<file path="src/rtl/text_term_writer.sv">
// rtl/text_term_writer.sv - keyboard-to-character-RAM writer with cursor tracking and screen clear
module text_term_writer #(
   parameter int COLS   = 71,
   parameter int ROWS   = 30,
   parameter int ADDR_W = 12
) (
   input  logic              clk,
   input  logic              reset,
   input  logic              key_valid,
   input  logic [7:0]        key_ascii,
   output logic              key_ready,
   output logic              we,
   output logic [ADDR_W-1:0] count,
   output logic [7:0]        ascdata,
   output logic [ADDR_W-1:0] cur
);

   localparam int CELLS = COLS * ROWS;
   localparam int COL_W = $clog2(COLS + 1);
   localparam int ROW_W = $clog2(ROWS + 1);

   localparam logic [ADDR_W-1:0] LAST_ADDR = ADDR_W'(CELLS - 1);
   localparam logic [ADDR_W-1:0] COLS_A    = ADDR_W'(COLS);
   localparam logic [COL_W-1:0]  LAST_COL  = COL_W'(COLS - 1);
   localparam logic [ROW_W-1:0]  LAST_ROW  = ROW_W'(ROWS - 1);

   localparam logic [7:0] CH_SPACE = 8'h20;
   localparam logic [7:0] CH_TILDE = 8'h7E;
   localparam logic [7:0] CH_ENTER = 8'h0D;
   localparam logic [7:0] CH_BS    = 8'h08;
   localparam logic [7:0] CH_ESC   = 8'h1B;

   typedef enum logic [1:0] {
      ST_CLEAR = 2'd0,
      ST_IDLE  = 2'd1,
      ST_WRITE = 2'd2
   } state_t;

   state_t             state_q, state_d;
   logic [ADDR_W-1:0]  clr_q, clr_d;
   logic [ROW_W-1:0]   row_q, row_d;
   logic [COL_W-1:0]   col_q, col_d;
   logic [ADDR_W-1:0]  cur_q, cur_d;
   logic               we_q, we_d;
   logic [ADDR_W-1:0]  count_q, count_d;
   logic [7:0]         ascdata_q, ascdata_d;
   logic               key_ready_q, key_ready_d;

   logic               accept;
   logic               is_print;

   assign accept   = key_valid && key_ready_q && (state_q == ST_IDLE);
   assign is_print = (key_ascii >= CH_SPACE) && (key_ascii <= CH_TILDE);

   // Next-state, cursor and write-port decode; every output is registered
   always_comb begin
      state_d     = state_q;
      clr_d       = clr_q;
      row_d       = row_q;
      col_d       = col_q;
      cur_d       = cur_q;
      we_d        = 1'b0;
      count_d     = count_q;
      ascdata_d   = ascdata_q;
      key_ready_d = 1'b0;

      case (state_q)
         ST_CLEAR: begin
            we_d      = 1'b1;
            count_d   = clr_q;
            ascdata_d = CH_SPACE;
            if (clr_q == LAST_ADDR) begin
               state_d = ST_IDLE;
               clr_d   = '0;
            end else begin
               clr_d = clr_q + ADDR_W'(1);
            end
         end

         ST_IDLE: begin
            key_ready_d = 1'b1;
            if (accept) begin
               if (is_print) begin
                  // Write at the current cell, then step right with row/screen wrap
                  we_d        = 1'b1;
                  count_d     = cur_q;
                  ascdata_d   = key_ascii;
                  key_ready_d = 1'b0;
                  state_d     = ST_WRITE;
                  if (col_q == LAST_COL) begin
                     col_d = '0;
                     if (row_q == LAST_ROW) begin
                        row_d = '0;
                        cur_d = '0;
                     end else begin
                        row_d = row_q + ROW_W'(1);
                        cur_d = cur_q + ADDR_W'(1);
                     end
                  end else begin
                     col_d = col_q + COL_W'(1);
                     cur_d = cur_q + ADDR_W'(1);
                  end
               end else if (key_ascii == CH_ENTER) begin
                  // Start of next row: drop the column, add one row width
                  col_d = '0;
                  if (row_q == LAST_ROW) begin
                     row_d = '0;
                     cur_d = '0;
                  end else begin
                     row_d = row_q + ROW_W'(1);
                     cur_d = cur_q - ADDR_W'(col_q) + COLS_A;
                  end
               end else if (key_ascii == CH_BS) begin
                  // Step back one cell and blank it; nothing to do at the home cell
                  if (cur_q != '0) begin
                     we_d        = 1'b1;
                     count_d     = cur_q - ADDR_W'(1);
                     ascdata_d   = CH_SPACE;
                     key_ready_d = 1'b0;
                     state_d     = ST_WRITE;
                     cur_d       = cur_q - ADDR_W'(1);
                     if (col_q == '0) begin
                        col_d = LAST_COL;
                        row_d = row_q - ROW_W'(1);
                     end else begin
                        col_d = col_q - COL_W'(1);
                     end
                  end
               end else if (key_ascii == CH_ESC) begin
                  // Address 0 is written on this edge so the clear starts immediately
                  state_d     = ST_CLEAR;
                  we_d        = 1'b1;
                  count_d     = '0;
                  ascdata_d   = CH_SPACE;
                  key_ready_d = 1'b0;
                  clr_d       = ADDR_W'(1);
                  row_d       = '0;
                  col_d       = '0;
                  cur_d       = '0;
               end
            end
         end

         ST_WRITE: begin
            key_ready_d = 1'b1;
            state_d     = ST_IDLE;
         end

         default: begin
            state_d = ST_CLEAR;
            clr_d   = '0;
         end
      endcase
   end

   // State and output registers with synchronous reset into a fresh clear
   always_ff @(posedge clk) begin
      if (reset) begin
         state_q     <= ST_CLEAR;
         clr_q       <= '0;
         row_q       <= '0;
         col_q       <= '0;
         cur_q       <= '0;
         we_q        <= 1'b0;
         count_q     <= '0;
         ascdata_q   <= 8'h00;
         key_ready_q <= 1'b0;
      end else begin
         state_q     <= state_d;
         clr_q       <= clr_d;
         row_q       <= row_d;
         col_q       <= col_d;
         cur_q       <= cur_d;
         we_q        <= we_d;
         count_q     <= count_d;
         ascdata_q   <= ascdata_d;
         key_ready_q <= key_ready_d;
      end
   end

   assign key_ready = key_ready_q;
   assign we        = we_q;
   assign count     = count_q;
   assign ascdata   = ascdata_q;
   assign cur       = cur_q;

endmodule

</file>
<file path="config.mk">
export PLATFORM = sky130hd
export DESIGN_NAME = text_term_writer
export DESIGN_NICKNAME = d
export VERILOG_FILES = /design/src/rtl/text_term_writer.sv
export SDC_FILE = /design/constraint.sdc
export NUM_CORES = 1
export LEC_CHECK = 0
export BUFFER_PORTS_ARGS = -buffer_cell sky130_fd_sc_hd__buf_2
export CORE_ASPECT_RATIO = 1.75
export CORE_MARGIN = 2
export CORE_UTILIZATION = 45
export DETAILED_ROUTE_END_ITERATION = 8
export HOLD_SLACK_MARGIN = 0.15
export PLACE_DENSITY = 0.73
export SETUP_SLACK_MARGIN = 0.05
export SYNTH_ARGS = -nofsm -noshare
export SYNTH_HDL_FRONTEND = slang
export SYNTH_SLANG_ARGS = --single-unit
</file>
<file path="constraint.sdc">
create_clock -name clk -period 7.7 [get_ports clk]
set_clock_uncertainty 0.1 [all_clocks]
set_input_delay 0.77 -clock clk [delete_from_list [all_inputs] [get_ports clk]]
set_output_delay 0.77 -clock clk [all_outputs]
set_load 0.02 [all_outputs]
</file>
; After elaboration in Yosys (flattened, before gate mapping)
; Cells that the tools add are included.
[classes]
addsub = 9
n_lt_le_gt_ge = 2
eq_ne = 20
muxes = 63
n_bitwise = 1
n_reduce_logical = 13
[op_table]
columns = cell, n
row1 = $mux 12, 17
row2 = $mux 7, 7
row3 = $mux 8, 6
row4 = $mux 5, 8
row5 = $pmux 12 s3, 1
row6 = $add 12x1->12 const B, 2
row7 = $pmux 12 s2, 1
row8 = $eq 8x4->1 const B, 2
row9 = $pmux 8 s2, 1
row10 = $mux 2, 7
row11 = $add 12x7->12 const B, 1
row12 = $eq 12x12->1 const B, 1
row13 = $mux 1, 12
row14 = $ne 4x3->1 const B, 3
row15 = $reduce_and 6->1, 2
row16 = $reduce_bool 12->1, 1
row17 = $sub 12x1->12 const B, 1
row18 = $sub 12x7->12, 1
row19 = $ne 2x2->1 const B, 5
row20 = $reduce_and 5->1, 2
row21 = $eq 8x5->1 const B, 1
row22 = $ge 8x6->1 const B, 1
row23 = $le 8x7->1 const B, 1
row24 = $add 7x1->7 const B, 1
row25 = 19 further kinds, 23
[totals]
regBits = 60
inputBits = 11
out_inout_bits = 34
word_cells = 117

; Longest topological paths before layout
[logic_depth]
depth_word = 7
ltp_mapped = 11
depth_no_buf = 10

; Least setup slack after synthesis
; Ideal clock, no wire load.
[synth_timing]
path_kind = input to register
start = input port key_ascii[7]
end = register clr_q[11]
setup_ns = 0.117
arrival_ns = 2.642
setup_slack_ns = 4.841
stages = 7
cell_sequence = or4b_1 buf_2 or4_4 a211oi_4 nand4_1 xor2_1 nor2_2
[synth_via]
elab_chain_cells = 4
word_cells_on_any_way = 11
classes_between = order compare (2) / eq/ne (7) / reduce/logical (2)
[synth_lines]
columns = item, line_no
row1 = start: declaration, 10  ; input logic [7:0] key_ascii,
row2 = $ge 8x6->1 / $le 8x7->1 (equally long branches), 53  ; assign is_print = (key_ascii >= CH_SPACE) && (key_ascii <= CH_TILDE);
row3 = $logic_and 1x1->1, 53
row4 = $ne 2x2->1 (no line), -
row5 = $reduce_and 6->1 (no line) *, -
row6 = end signal: assignment, 170  ; clr_q <= clr_d;
row7 = end: declaration, 40  ; logic [ADDR_W-1:0] clr_q, clr_d;
; Mark *: on every way between the ends. The rest lies on a longest branch, timed or not.
; A chain may end at the register's enable or synchronous reset.

; Final worst setup path
[layout_timing]
start = register cur_q[0], in the netlist cur[0]
end = register col_q[3]
[layout_via]
elab_chain_cells = 3
[layout_lines]
columns = item, line_no
row1 = start: declaration, 43  ; logic [ADDR_W-1:0] cur_q, cur_d;
row2 = start signal: assignment, 173  ; cur_q <= cur_d;
row3 = $reduce_bool 12->1, 115  ; if (cur_q != '0) begin
row4 = $ne 4x3->1 (no line), -
row5 = $reduce_and 4->1 (no line), -
row6 = end signal: assignment, 172  ; col_q <= col_d;
row7 = end: declaration, 42  ; logic [COL_W-1:0] col_q, col_d;
; No other way between the ends.

==> impl_results.md <==
- Initial antenna violation count: 0
- TritonCTS clock tree: yes
- Crit-path leading delay family: simple AND/OR/NAND/NOR gates
- Leak: around 2.0 nW
- Comb power frac: 11.6%
- Cell depth of the worst setup path: 8
- CP bufs+invs: 1
- Layout Cells excl Fill: 732
- Chip height: 137 um
- Simple-Gate Fraction of Synth Area: 22.7%
- Outcome: finished, final reports clean
- Clock share of power: approximately half
- Top FF cell, synth: dfxtp_1
- CP Max Fanout: 20
- Antenna-violating nets left: 0
- Post-Synth Adder-Cell Area: 11.4%
- Row cnt: 48
- Routability congestion estimate: 0.879
- Largest net degree at the start of global routing: between 40 and 50
- Fin crit share: 43.8%
- Max-cap violations: 0
- Mapped Nets: 633
- Hold-fix buffers, CTS: 0
- Hold Slack: 0.346 ns
- Die width: 80.1 um
- TNS Setup: 0 ns
- Compound-Gate Fraction of Synth Area: between 20% and 30%
- Share of cells above drive strength 1: 14.0%
- ANT cells: 0
- Seq/Total Area, Yosys: 26.4%
- Nature of the critical path endpoint: flip-flop
- Xor and xnor area share after synthesis: 3.65%
- Most common cell after layout, fill and taps aside: dfxtp_1
- Worst hold path depth: 2
- Iteration-0 DRC Markers: 405
- Pwr per Cell Area: 165 mW/mm^2
- Port Buffer Count: 44
- Final nets: 654
- Full die area: approximately 0.011 mm^2
- Final setup violation count: 0
- Final worst slack: 4.33 ns
- Area grow syn2layout: 11.8%
- Fmax: 297 MHz
- Max IR drop VDD: ~140 uV
- Post-CTS Setup Bufs: 0
- Required time of the critical path: 7.83 ns
- Distinct cells, synth: roughly 70
- Placed cell count: 716
- Worst Hold Class: flip-flop to flip-flop
- Synth Cell Area: 0.00455 mm^2
- Worst path cell trace: inv_1, ha_1, or4b_4, or4_4, nand2_2, a21o_1, a21oi_1, a311oi_1
- Sw power: 0.223 mW
- Most frequent cells in the layout: dfxtp_1, a21oi_1, nand2_1, nor2_1, buf_2
- RSZ-0062 raised after global routing: false
- Syn Inst Count: 581
- GRT Total Usage: 24.9%
- Post-synth EDFFs: 0
- DP Area: roughly 0.0048 mm^2
- Post-synth ARST share: 0%
- Worst-Skew Late Latency: approximately 0.33 ns
- Drc violations: 0
- Startpoint Class: flip-flop
- Slew HR: 30.3%
- Syn. warnings: 0
- Clock Root Buffer: clkbuf_16
- Post-synthesis mux area share: 0.467%
- Via density: 6.30
- Mapped Avg Cell Area: 7.84 um^2
- Core ar.: 0.00985 mm^2
- Dpl hpwl: 9820 um
- Crit-path slowest cell: a21o_1
- First-pass GRT wire length: about 21,000 um
- Max-slew violations: 0
- Multi-input logic area: a little over 0.003 mm^2
- CTS max path bufs: 2
- # IOs: 45
- Pint: 0.618 mW
- WS Path Type: flip-flop to flip-flop
- Critical path arrival: 3.50 ns
- DRT Wirelength: 13,500 um
- Sequential Power Share: 39.2%
- R2r worst-path depth: 8
- Worst path max stage delay: 0.64 ns
- Vias: around 4,600
- Pre-CTS setup slack: 4.21 ns
- Reg area: about 0.0012 mm^2
- # H-tree levels: 3
- Post-layout min period: 3.37 ns
- Grt ovf: 0
- Reg clk slew, reported paths: 0.05 ns
- Finished Cell Area: 0.00509 mm^2
- Router iterations before antenna repair: 5
- Number of fill cells: about 960
- TritonCTS buffer count: 9
- Initial Util: 46.2%
- Clock sink count: 60
- Actual slew at the worst max-slew pin: 1.02 ns
- Largest family of logic cells by synthesized area: compound AO/OA/AOI/OAI gates
- Yosys reg bits: 60
- Post-CTS Resized: 0
- Sw Share: 26.5%
- Wire length per cell: 18.5 um
- Vias in the first global route: about 4,400
- Final hold violations: 0
## flip-flops by register name, summed over array words and instances, names as in the netlist
signal,cells
clr_q,12
count,12
cur,12
ascdata,8
col_q,7
row_q,5
state_q,2
key_ready,1
we,1
## worst paths after layout
kind	from	to	slack [ns]
min	count[3]$_SDFFE_PP0P_	count[3]$_SDFFE_PP0P_	0.35
max reg2reg	cur[0]$_SDFFE_PP0P_	col_q[3]$_SDFFE_PP0P_	4.33
min reg2reg	count[3]$_SDFFE_PP0P_	count[3]$_SDFFE_PP0P_	0.35
max	cur[0]$_SDFFE_PP0P_	col_q[3]$_SDFFE_PP0P_	4.33
## area by class of cell
type                            count  share of cell area, %
Inverter                           32                   2.36
Clock inverter                      4                  0.934
Multi-Input combinational cell    452                   60.2
Clock buffer                       12                   5.04
Timing Repair Buffer               47                   4.77
Sequential cell                    60                   23.6
Tap cell                          125                   3.07
## worst reg2reg max path, delay by kind of cell (launching register included)
family / cells / cell delay, ns
flip-flops: 1 / 0.43
buffers and inverters: 1 / 0.14
adder cells (fa/ha/maj): 1 / 0.24
AO/OA/AOI/OAI: 3 / 1.09
AND/OR/NAND/NOR: 3 / 1.26
## per-stage QoR
stage	power (mW)	util (%)
floorplan	0.404	-
global placement	0.428	48.6
detailed placement	0.431	48.6
CTS	0.842	51.7
global route	0.866	51.7
finish	0.841	51.7
## Yosys cell counts, types with 4 or more instances
cell type,n,share of area (%)
and3_1,11,1.5
a211oi_1,14,2.3
o31ai_1,6,0.99
o21ai_0,35,3.8
a21o_1,6,0.99
ha_1,40,11
clkbuf_1,24,2.0
dfxtp_1,60,26
a21oi_1,51,5.6
a221oi_1,6,1.2
nand4_1,14,1.9
nand3_1,22,2.4
buf_2,9,0.99
or3_1,7,0.96
nor2_2,4,0.55
nor4_1,6,0.82
nand2_1,45,3.7
a22o_1,4,0.77
o22ai_1,5,0.69
and2_1,8,1.1
xor2_1,16,3.1
nor2_1,45,3.7
a31oi_1,11,1.5
nor2b_1,4,0.55
inv_1,32,2.6
o211ai_1,9,1.5
nor3b_1,4,0.66
nor3_1,14,1.5
## cells by family (layout without fill, tap and decap cells)
kind of cell	Yosys count	in the layout
AO/OA/AOI/OAI	189	189
flip-flops	60	60
AND/OR/NAND/NOR	201	201
adder cells (fa/ha/maj)	41	41
XOR/XNOR	19	19
buffers and inverters	69	95
multiplexers	2	2
## power groups by stage
stage / Sequential [mW] / Clock [mW] / Combinational [mW]
after CTS: 0.330 / 0.416 / 0.0965
final: 0.330 / 0.414 / 0.0972
after detailed placement: 0.336 / 0 / 0.0950
after floorplan: 0.343 / 0 / 0.0613
after global placement: 0.336 / 0 / 0.0924
after global routing: 0.331 / 0.429 / 0.106
## routing by layer
| layer | wire, um | track usage (%) | share of wire (%) |
|---|---|---|---|
| met5 | 0 | 0 | 0 |
| met4 | 568 | 13.7 | 4.2 |
| met3 | 653 | 3.10 | 4.8 |
| met2 | 7020 | 44.7 | 52 |
| met1 | 5280 | 27.9 | 39 |
Note: power is estimated with default switching activity, not from simulation.
